--- config.mk ---
export PLATFORM = sky130hd
export DESIGN_NAME = max_pooling_layer
export DESIGN_NICKNAME = d
export VERILOG_FILES = /design/src/rtl/max_pooling_layer.sv
export SDC_FILE = /design/constraint.sdc
export NUM_CORES = 1
export LEC_CHECK = 0
export CORE_MARGIN = 5
export CORE_UTILIZATION = 30
export DETAILED_ROUTE_END_ITERATION = 6
export GPL_TIMING_DRIVEN = 0
export PLACE_DENSITY = 0.51
export SYNTH_ARGS = -nofsm -noshare
export SYNTH_HDL_FRONTEND = slang
export SYNTH_SLANG_ARGS = --single-unit
--- constraint.sdc ---
create_clock -name clk -period 3 [get_ports clk]
set_clock_uncertainty 0.2 [all_clocks]
set_input_delay 0.9 -clock clk [delete_from_list [all_inputs] [get_ports clk]]
set_output_delay 0.9 -clock clk [all_outputs]
set_load 0.05 [all_outputs]
--- src/rtl/max_pooling_layer.sv ---
// max_pooling_layer
//   Streaming 2x2, stride-2 max-pooling stage. Takes a raster-ordered
//   feature-map stream with one pixel per channel on each accepted cycle.
//   It emits one pooled pixel per channel for each complete 2x2 window.
//   A line buffer per channel holds the horizontal pair maxima of each even row.
//   A trailing odd column or row is counted but is never pooled.
// Ports
//   clk         rising-edge clock
//   rst         synchronous active-high reset; it wins over clk_en
//   clk_en      global stall; when 0, all state and outputs hold
//   in_valid    input_data carries a pixel (accept = clk_en & in_valid)
//   input_data  channel c in bits [D_WIDTH*(c+1)-1 : D_WIDTH*c], signed
//   output_data pooled pixel, same packing; registered, holds between events
//   out_valid   high for one enabled cycle per pooled pixel
//   out_last    high with out_valid on the final pooled pixel of a frame
module max_pooling_layer #(
  parameter int D_WIDTH    = -1,
  parameter int CHANNELS   = -1,
  parameter int IMAGE_SIZE = -1,
  // Clamped copies keep elaboration legal if a parameter is left at its default.
  localparam int DW  = (D_WIDTH < 2) ? 2 : D_WIDTH,
  localparam int CH  = (CHANNELS < 1) ? 1 : CHANNELS,
  localparam int IMG = (IMAGE_SIZE < 2) ? 2 : IMAGE_SIZE
) (
  input  logic              clk,
  input  logic              rst,
  input  logic              clk_en,
  input  logic              in_valid,
  input  logic [DW*CH-1:0]  input_data,
  output logic [DW*CH-1:0]  output_data,
  output logic              out_valid,
  output logic              out_last
);

  localparam int CW = $clog2(IMG);
  localparam int P  = IMG / 2;
  localparam int IW = (P > 1) ? $clog2(P) : 1;
  localparam int LB = 1 << IW;

  localparam logic [CW-1:0] COORD_LAST = CW'(IMG - 1);
  localparam logic [CW-1:0] POOL_LAST  = CW'(2 * P - 1);
  localparam logic [CW:0]   POOL_LIM   = (CW + 1)'(2 * P);

  function automatic logic signed [DW-1:0] f_smax(input logic signed [DW-1:0] a,
                                                  input logic signed [DW-1:0] b);
    return (a > b) ? a : b;
  endfunction

  logic [CW-1:0]        r_col;
  logic [CW-1:0]        r_row;
  logic signed [DW-1:0] r_hold    [CH];
  logic signed [DW-1:0] r_linebuf [CH][LB];
  logic [DW*CH-1:0]     r_out_data;
  logic                 r_out_valid;
  logic                 r_out_last;

  logic                 w_accept;
  logic                 w_col_last;
  logic                 w_row_last;
  logic                 w_in_pool;
  logic                 w_pool_last;
  logic [IW-1:0]        w_lb_idx;
  logic signed [DW-1:0] w_pix  [CH];
  logic signed [DW-1:0] w_pair [CH];
  logic signed [DW-1:0] w_pool [CH];

  assign w_accept    = clk_en & in_valid;
  assign w_col_last  = (r_col == COORD_LAST);
  assign w_row_last  = (r_row == COORD_LAST);
  assign w_in_pool   = ({1'b0, r_col} < POOL_LIM) && ({1'b0, r_row} < POOL_LIM);
  assign w_pool_last = (r_col == POOL_LAST) && (r_row == POOL_LAST);
  // Any column that reaches the line buffer is < 2P, so col>>1 fits in IW bits.
  assign w_lb_idx    = IW'(r_col >> 1);

  always_comb begin
    for (int c = 0; c < CH; c++) begin
      w_pix[c]  = input_data[c*DW +: DW];
      w_pair[c] = f_smax(r_hold[c], w_pix[c]);
      w_pool[c] = f_smax(w_pair[c], r_linebuf[c][w_lb_idx]);
    end
  end

  always_ff @(posedge clk) begin
    if (rst) begin
      r_col       <= '0;
      r_row       <= '0;
      r_out_data  <= '0;
      r_out_valid <= 1'b0;
      r_out_last  <= 1'b0;
      for (int c = 0; c < CH; c++) r_hold[c] <= '0;
    end else if (clk_en) begin
      r_out_valid <= 1'b0;
      r_out_last  <= 1'b0;
      if (in_valid) begin
        r_col <= w_col_last ? '0 : r_col + 1'b1;
        if (w_col_last) r_row <= w_row_last ? '0 : r_row + 1'b1;
        // The left pixel of every pair is held, on both even and odd rows.
        if (!r_col[0]) begin
          for (int c = 0; c < CH; c++) r_hold[c] <= w_pix[c];
        end
        if (w_in_pool && r_col[0] && r_row[0]) begin
          for (int c = 0; c < CH; c++) r_out_data[c*DW +: DW] <= w_pool[c];
          r_out_valid <= 1'b1;
          r_out_last  <= w_pool_last;
        end
      end
    end
  end

  // The line buffer needs no reset: every entry is written on an even row
  // before the odd row below it reads that entry.
  always_ff @(posedge clk) begin
    if (!rst && w_accept && w_in_pool && r_col[0] && !r_row[0]) begin
      for (int c = 0; c < CH; c++) r_linebuf[c][w_lb_idx] <= w_pair[c];
    end
  end

  assign output_data = r_out_data;
  assign out_valid   = r_out_valid;
  assign out_last    = r_out_last;

endmodule

# --- Word-level counts from Yosys, hierarchy flattened ---
# Memory sizes are Yosys's and may differ from the RTL's.
# Index checks and enable logic that the tools add are counted.
totals:
  word_cells: 38
  output_inout_bits: 4
  memories: 2
  in_bits: 6
  mem_bits_rw: 4
  regBits: 5
memory_table:
  columns: ["name", "depth", "width", "read_ports", "rd_clocked_by_memory_dff", "wr", "line_no", "source"]
  rows:
  - ["r_hold", 1, 2, 1, 0, 1, "51", "logic signed [DW-1:0] r_hold [CH];"]
  - ["r_linebuf", 1, 2, 1, 0, 1, "52", "logic signed [DW-1:0] r_linebuf [CH][LB];"]
classes:
  n_bitwise: 1
  reduce_logical: 10
  n_mux: 17
  n_addsub: 2
  magnitude_cmp: 2
op_table:
  columns: ["op", "n"]
  rows:
  - ["2-to-1 mux 1 bit", 14]
  - ["2-to-1 mux 2 bit", 3]
  - ["AND reduction 3 bit", 2]
  - ["greater-than comparator 2 bit", 2]
  - ["logical AND 1 bit", 4]
  - ["adder 1 bit (second input constant)", 2]
  - ["zero test 1 bit", 2]
  - ["AND reduction 2 bit", 1]
  - ["OR reduction 2 bit", 1]
  - ["AND 1 bit", 1]

# --- Logic depth before layout (Yosys ltp) ---
# Gate-level depths: netlist of run 1.
logic_depth:
  ltp_word: 7
  depth_mapped: 12
  depth_no_buf: 12

# --- Worst setup path before layout of run 1 ---
# No wires, ideal clock.
synth_path:
  path_kind: "input -> register"
  start: "in input_data[0]"
  end: "reg r_out_data[0] (netlist: output_data[0])"
  path_slack_ps: -315
  cell_stages: 11
  t_arrival_ps: 3020
  t_required_ps: 2705
  cell_sequence: "ha_1 > inv_1 > fa_1 > a21boi_0 > mux2i_1 > ha_1 > inv_1 > fa_1 > a21boi_0 > or4b_1 > o311ai_1"
synth_via:
  elab_chain_cells: 4
synth_lines:
  columns: ["element", "line_no", "source"]
  rows:
  - ["start: declaration", "29", "input logic [DW*CH-1:0] input_data,"]
  - ["greater-than comparator 2 bit", "46", "return (a > b) ? a : b;"]
  - ["2-to-1 mux 2 bit (*)", "46", null]
  - ["greater-than comparator 2 bit", "46", null]
  - ["2-to-1 mux 2 bit (*)", "46", null]
  - ["end signal: assignment", "87", "r_out_data <= '0;"]
  - ["end: declaration", "53", "logic [DW*CH-1:0] r_out_data;"]
# Every way passes the cells marked *; elsewhere a longest branch is shown, timed or not.
# A chain may end at the register's enable or synchronous reset.

# --- Final worst setup path of run 1 ---
# Same ends and word-level chain as after synthesis.

==> impl_metrics.csv, run 1 <==
group,metric,value,unit
run_status,status,"finished with violations",
run_status,violations,"setup timing",
routing,wirelength,951,um
grt,grt_max_degree,11,
final_layout,fillers,166,
routing,drc,0,
clocking,h-tree-depth,1,
power,peakVddDrop,0.000277,V
grt,overflow,0,
floorplanning,dieWidth,52.3,um
routing,firstDrtPassIters,3,
routing,via_per_inst,4.22,
floorplanning,fp.coreArea,1710,um2
routing,drtIter0Drc,7,
synth,synthDominantCellAreaShare,0.224,
clocking,cts_tree,"yes",
routing,vias,384,
job,maxCapViolations,0,
final_layout,stdcell_area,776,um2
timing,hold_violations,0,
synth,synth_top_area_cell,"edfxtp_1",
timing,relSlewSlack,0.665,
grt,grt_pass1_wl,1520,um
floorplanning,rows,15,
power,powerDensity,371,nW/um2
synth,synthTopCellsByArea,"edfxtp_1, dfxtp_1, ha_1, fa_1, inv_1",
timing,fin_crit,3.13,ns
grt,grt_pass1_vias,356,
placement,placedCellCount,84,
setup_path,critPathLaunchType,"input pin",
floorplanning,pin_count,10,
setup_path,cpPeakStageDelay,0.48,ns
clocking,insertion_delay,0.25,ns
final_layout,instances_no_fill,91,
synth,synth.yosys.warnings,0,
timing,fin_ws,-0.129,ns
clocking,cts_buffer_depth,2,
routing,post_drt_wl_per_cell,10.5,um
routing,antenna_left,0,
final_layout,nets,80,
timing,holdWs,0.297,ns
placement,dp_hpwl,720,um
setup_path,cp_data_arrival_time,3.09,ns
synth,ys_seq_area_frac,0.411,
setup_path,r2r_slack,0.07,ns
setup_path,cp_slowest_cell,"or4b_4",
timing,setup_violations,1,
clocking,clock_sink_count,9,
synth,ys_ff_latch,9,
grt,antenna_found_initial,0,
setup_path,end_kind,"flop",
synth,synthCells,50,
timing,min_period_over_period,1.04,
timing,tightest_slew,0.501,ns
clocking,cts_buffers,3,
final_layout,num_antenna_cells,0,
min_path,min_path_type,"reg -> reg",
placement,dpl_cell_area,679,um2
clocking,ctsHoldBuffers,0,
setup_path,crit_chain,"buf_8, ha_4, inv_2, fa_2, a21boi_4, mux2i_2, ha_2, inv_2, fa_2, a21boi_4, or4b_4, o311ai_2",
timing,maxSlewViolCount,0,
synth,synth.avg_cell_area,10.7,um2
synth,ys_types,25,
setup_path,required,2.97,ns
timing,max_freq,320,MHz
setup_path,path_max_fanout,2,
synth,mappedNetlistArea,536,um2
timing,rsz0062_at_grt,"yes",
floorplanning,die_h,52.3,um
final_layout,drive_above_1_share,0.348,
placement,place.gp.congestion,0.661,
final_layout,synthToLayoutAreaGrowth,44.9,%
clocking,clock_tree.root_cell,"clkbuf_4",
power,leakage,0.000307,uW
floorplanning,dieArea,2730,um2
setup_path,crit_type,"in -> reg",
clocking,path_clk_slew,0.06,ns
grt,grt.total_usage,0.0769,
placement,port_buffers,9,
floorplanning,initial_utilization,0.314,
synth,syn_nets,63,
layer usage:
layer | routed length [um] | vias up | global-route usage
li1 | - | 200 | -
met1 | 484 | 177 | 0.0963
met2 | 430 | 7 | 0.121
met3 | 35 | 0 | 0.0199
met4 | 0 | 0 | 0.0383
met5 | 0 | - | 0
critical path: cells and delay by family:
kind,cells,cell delay (ns)
mux,1,0.22
fa+ha+maj,4,1.00
compound gates,3,0.36
buf+inv,3,0.14
simple gates,1,0.48
metrics by stage:
step | worst slack, ns | utilization | TNS (ns) | total power, uW
floorplan | -0.305 | - | -0.305 | 168
global placement | -1.07 | 0.398 | -1.83 | 183
detailed placement | -1.09 | 0.398 | -1.87 | 184
CTS | -0.155 | 0.448 | -0.180 | 293
global route | -0.220 | 0.454 | -0.347 | 304
finish | -0.129 | 0.454 | -0.129 | 288
synth_stat cells, drive strengths merged:
cell and instances:
a211oi 1, a21boi 2, a21oi 1, and4 1
buf 1, clkbuf 1, dfxtp 5, edfxtp 4
fa 2, ha 5, inv 8, mux2i 2
nand2 2, nand2b 1, nand3 1, nand3b 1
nand4 1, nor2 3, nor3 1, nor4 1
nor4b 1, o21bai 1, o311ai 1, or4b 1
xor2 2
placed cells by master, fill, tap and decap left out, drive strengths merged:
master         n
o21bai         1
xor2           2
a21oi          1
nor2           3
or4b           1
mux2i          2
buf            6
nand3          1
nor4b          1
a21boi         2
o311ai         1
nand2          2
clkbuf         5
ha             5
edfxtp         4
fa             2
dfxtp          5
nand2b         1
inv            8
nor4           1
nor3           1
clkdlybuf4s50  7
a211oi         1
nand3b         1
and4           1
nand4          1
sequential cells by signal, summed over array words and instances (netlist names):
name / cells
output_data: 2
r_col: 1
r_linebuf: 2
r_row: 1
out_last: 1
r_hold: 2
where the power goes:
part           internal (uW)  switching (uW)  total [uW]  leakage (uW)
clock                   51.1            40.0        91.1     0.0000150
combinational           32.2            26.7        58.9      0.000212
sequential               133            4.94         138     0.0000798
total                    216            71.6         288      0.000307
final timing paths:
check / depth (start not counted) / start / end
setup / recovery: 12 / input_data[0] / output_data[0]
hold / removal: 2 / output_data[1] / output_data[1]
setup reg to reg: 12 / r_hold[0][0] / output_data[0]
hold reg to reg: 2 / output_data[1] / output_data[1]
kinds of logic after synthesis:
group / count (synthesis) / synth area share
flops: 9 / 0.411
fa+ha+maj: 7 / 0.192
mux: 2 / 0.0374
compound gates: 6 / 0.0818
xor+xnor: 2 / 0.0327
buf+inv: 10 / 0.0771
simple gates: 14 / 0.168
final cells by class:
type	instances	area, um2	area share
clock buffer	4	26.3	0.0339
multi-input combinational	31	344	0.444
sequential	9	220	0.284
timing repair buffer	12	113	0.145
inverter	8	30.0	0.0387
tap	25	31.3	0.0403
buffer	2	11.3	0.0145
timing repair:
item,4_1_cts,5_1_grt
gates cloned,0,0
setup buffers,3,0
setup endpoints to repair,2,2
gates resized for setup,17,2
pin swaps,6,1
Power figures use the tool's default switching activity.
==> inputs of run 2 (changes only) <==
--- a/config.mk
+++ b/config.mk
@@ -6,10 +6,10 @@
 export NUM_CORES = 1
 export LEC_CHECK = 0
 export CORE_MARGIN = 5
-export CORE_UTILIZATION = 30
+export CORE_UTILIZATION = 40
 export DETAILED_ROUTE_END_ITERATION = 6
 export GPL_TIMING_DRIVEN = 0
-export PLACE_DENSITY = 0.51
+export PLACE_DENSITY = 0.64
 export SYNTH_ARGS = -nofsm -noshare
 export SYNTH_HDL_FRONTEND = slang
 export SYNTH_SLANG_ARGS = --single-unit
==> run 2 against run 1 <==
  * Wire length rose by 2.4%
  * Worst hold slack got worse by 0.0015 ns
  * Combinational power rose by 7.8%
  * Maximum frequency fell by 0.32%
  * Global-route usage rose by 3.2 points
  * Clock power rose by 2.7%
  * The run still ends with setup timing left
==> impl_metrics.csv, run 2 (synthesized netlist as in run 1, its figures left out) <==
group,metric,value,unit
timing,rsz0062_at_grt,"yes",
setup_path,cpPeakStageDelay,0.55,ns
routing,vias,397,
placement,dpl_cell_area,667,um2
final_layout,mostFrequentLayoutCells,"clkdlybuf4s50_1, inv_1, dfxtp_1",
final_layout,fillers,115,
power,power.total,295,uW
timing,fin_ws,-0.140,ns
final_layout,drive_above_1_share,0.379,
power,peakVddDrop,0.000190,V
floorplanning,fp.coreArea,1280,um2
routing,firstDrtPassIters,2,
grt,grt.total_usage,0.109,
setup_path,end_kind,"flop",
grt,grt_pass1_vias,381,
power,powerDensity,379,nW/um2
timing,maxSlewViolCount,0,
final_layout,synthToLayoutAreaGrowth,45.3,%
timing,min_period_over_period,1.05,
routing,wirelength,974,um
floorplanning,initial_utilization,0.417,
clocking,cts_buffer_depth,2,
final_layout,nets,80,
placement,port_buffers,9,
setup_path,crit_chain,"buf_8, ha_4, inv_2, fa_2, a21boi_4, mux2i_2, ha_2, inv_2, fa_2, a21boi_4, or4b_4, o311ai_4",
placement,place.gp.congestion,0.673,
placement,dp_hpwl,636,um
job,maxCapViolations,0,
setup_path,required,2.98,ns
run_status,status,"finished with violations",
timing,tightest_slew,0.500,ns
setup_path,cp_data_arrival_time,3.12,ns
routing,antenna_left,0,
grt,antenna_found_initial,0,
setup_path,critPathLaunchType,"input pin",
floorplanning,dieArea,2170,um2
clocking,path_clk_slew,0.07,ns
clocking,ctsHoldBuffers,0,
floorplanning,pin_count,10,
final_layout,num_antenna_cells,0,
min_path,min_path_type,"reg -> reg",
setup_path,crit_type,"in -> reg",
setup_path,cp_slowest_cell,"or4b_4",
floorplanning,dieWidth,46.6,um
setup_path,r2r_slack,0.05,ns
setup_path,cp_num_buf_inv,3,
timing,relSlewSlack,0.666,
clocking,clock_tree.root_cell,"clkbuf_4",
grt,grt_max_degree,11,
routing,drc,0,
timing,setup_violations,2,
run_status,violations,"setup timing",
grt,overflow,0,
routing,drtIter0Drc,5,
routing,via_per_inst,4.90,
routing,post_drt_wl_per_cell,12.0,um
clocking,cts_tree,"yes",
timing,hold_violations,0,
clocking,h-tree-depth,1,
floorplanning,die_h,46.6,um
setup_path,path_max_fanout,3,
final_layout,final_common_cell,"clkdlybuf4s50_1",
floorplanning,rows,13,
grt,grt_pass1_wl,1610,um
final_layout,stdcell_area,778,um2
power,leakage,0.000324,uW
clocking,insertion_delay,0.25,ns
clocking,cts_buffers,3,
timing,max_freq,319,MHz
clocking,clock_sink_count,9,
timing,fin_crit,3.14,ns
setup_path,crit_family,"adder cells",
run 2: changes by cell type in the layout (fill, tap and decap cells not counted), sizes merged:
cell,before,now
clkbuf,5,4
clkinv,0,1
run 2: worst register-to-register path, cell delays in order (launching register included):
cell	delay, ns
edfxtp_1	0.40
inv_1	0.11
ha_4	0.13
inv_2	0.03
fa_2	0.31
a21boi_4	0.14
mux2i_2	0.21
ha_2	0.21
inv_2	0.04
fa_2	0.32
a21boi_4	0.14
or4b_4	0.55
o311ai_4	0.07
run 2: stage by stage:
step / hold WS, ns / TNS (ns) / setup WS, ns / std cells / util
floorplan: 0.304 / -0.305 / -0.305 / 50 / -
global placement: 0.284 / -1.73 / -1.02 / 74 / 0.519
finish: 0.295 / -0.227 / -0.140 / 81 / 0.606
global route: 0.326 / -0.420 / -0.224 / 81 / 0.606
detailed placement: 0.283 / -1.72 / -1.00 / 74 / 0.519
CTS: 0.302 / -0.115 / -0.115 / 80 / 0.565
run 2: layer usage:
layer / routed length [um] / part of all wire / up-vias / global-route usage
met1: 451 / 0.46 / 182 / 0.139
met5: 0 / 0 / - / 0
li1: - / - / 203 / -
met3: 49 / 0.050 / 2 / 0.0391
met2: 464 / 0.48 / 10 / 0.146
met4: 9 / 0.0092 / 0 / 0.0852
run 2: final cells by class:
class / count / area [um2] / area share
Timing Repair Buffer: 12 / 116 / 0.150
Inverter: 8 / 30.0 / 0.0386
Clock inverter: 1 / 5.00 / 0.00643
Tap cell: 15 / 18.8 / 0.0241
Clock buffer: 3 / 22.5 / 0.0289
Multi-Input combinational cell: 31 / 354 / 0.455
Sequential cell: 9 / 220 / 0.283
Buffer: 2 / 11.3 / 0.0145
run 2: where the power goes:
group / total, uW / internal [uW] / switching [uW]
Combinational: 63.5 / 34.8 / 28.7
Clock: 93.6 / 49.1 / 44.5
Sequential: 138 / 133 / 5.03
run 2: worst paths after layout:
path,startpoint,endpoint,depth (start not counted)
max,input_data[0],output_data[0],12
min,out_last,out_last,2
max reg2reg,r_hold[0][0],output_data[0],12
min reg2reg,out_last,out_last,2
run 2: timing repair:
item                       in CTS  in global routing
buffers inserted                2                  1
resized for setup              14                  7
pin swaps                       5                  5
setup endpoints to repair       2                  2
==> inputs of run 3 (changes only) <==
--- a/config.mk
+++ b/config.mk
@@ -8,6 +8,7 @@
 export CORE_MARGIN = 5
 export CORE_UTILIZATION = 40
 export DETAILED_ROUTE_END_ITERATION = 6
+export GPL_ROUTABILITY_DRIVEN = 0
 export GPL_TIMING_DRIVEN = 0
 export PLACE_DENSITY = 0.64
 export SYNTH_ARGS = -nofsm -noshare
==> results of run 3 <==
Final layout, timing and power as in run 2 (identical DEF).
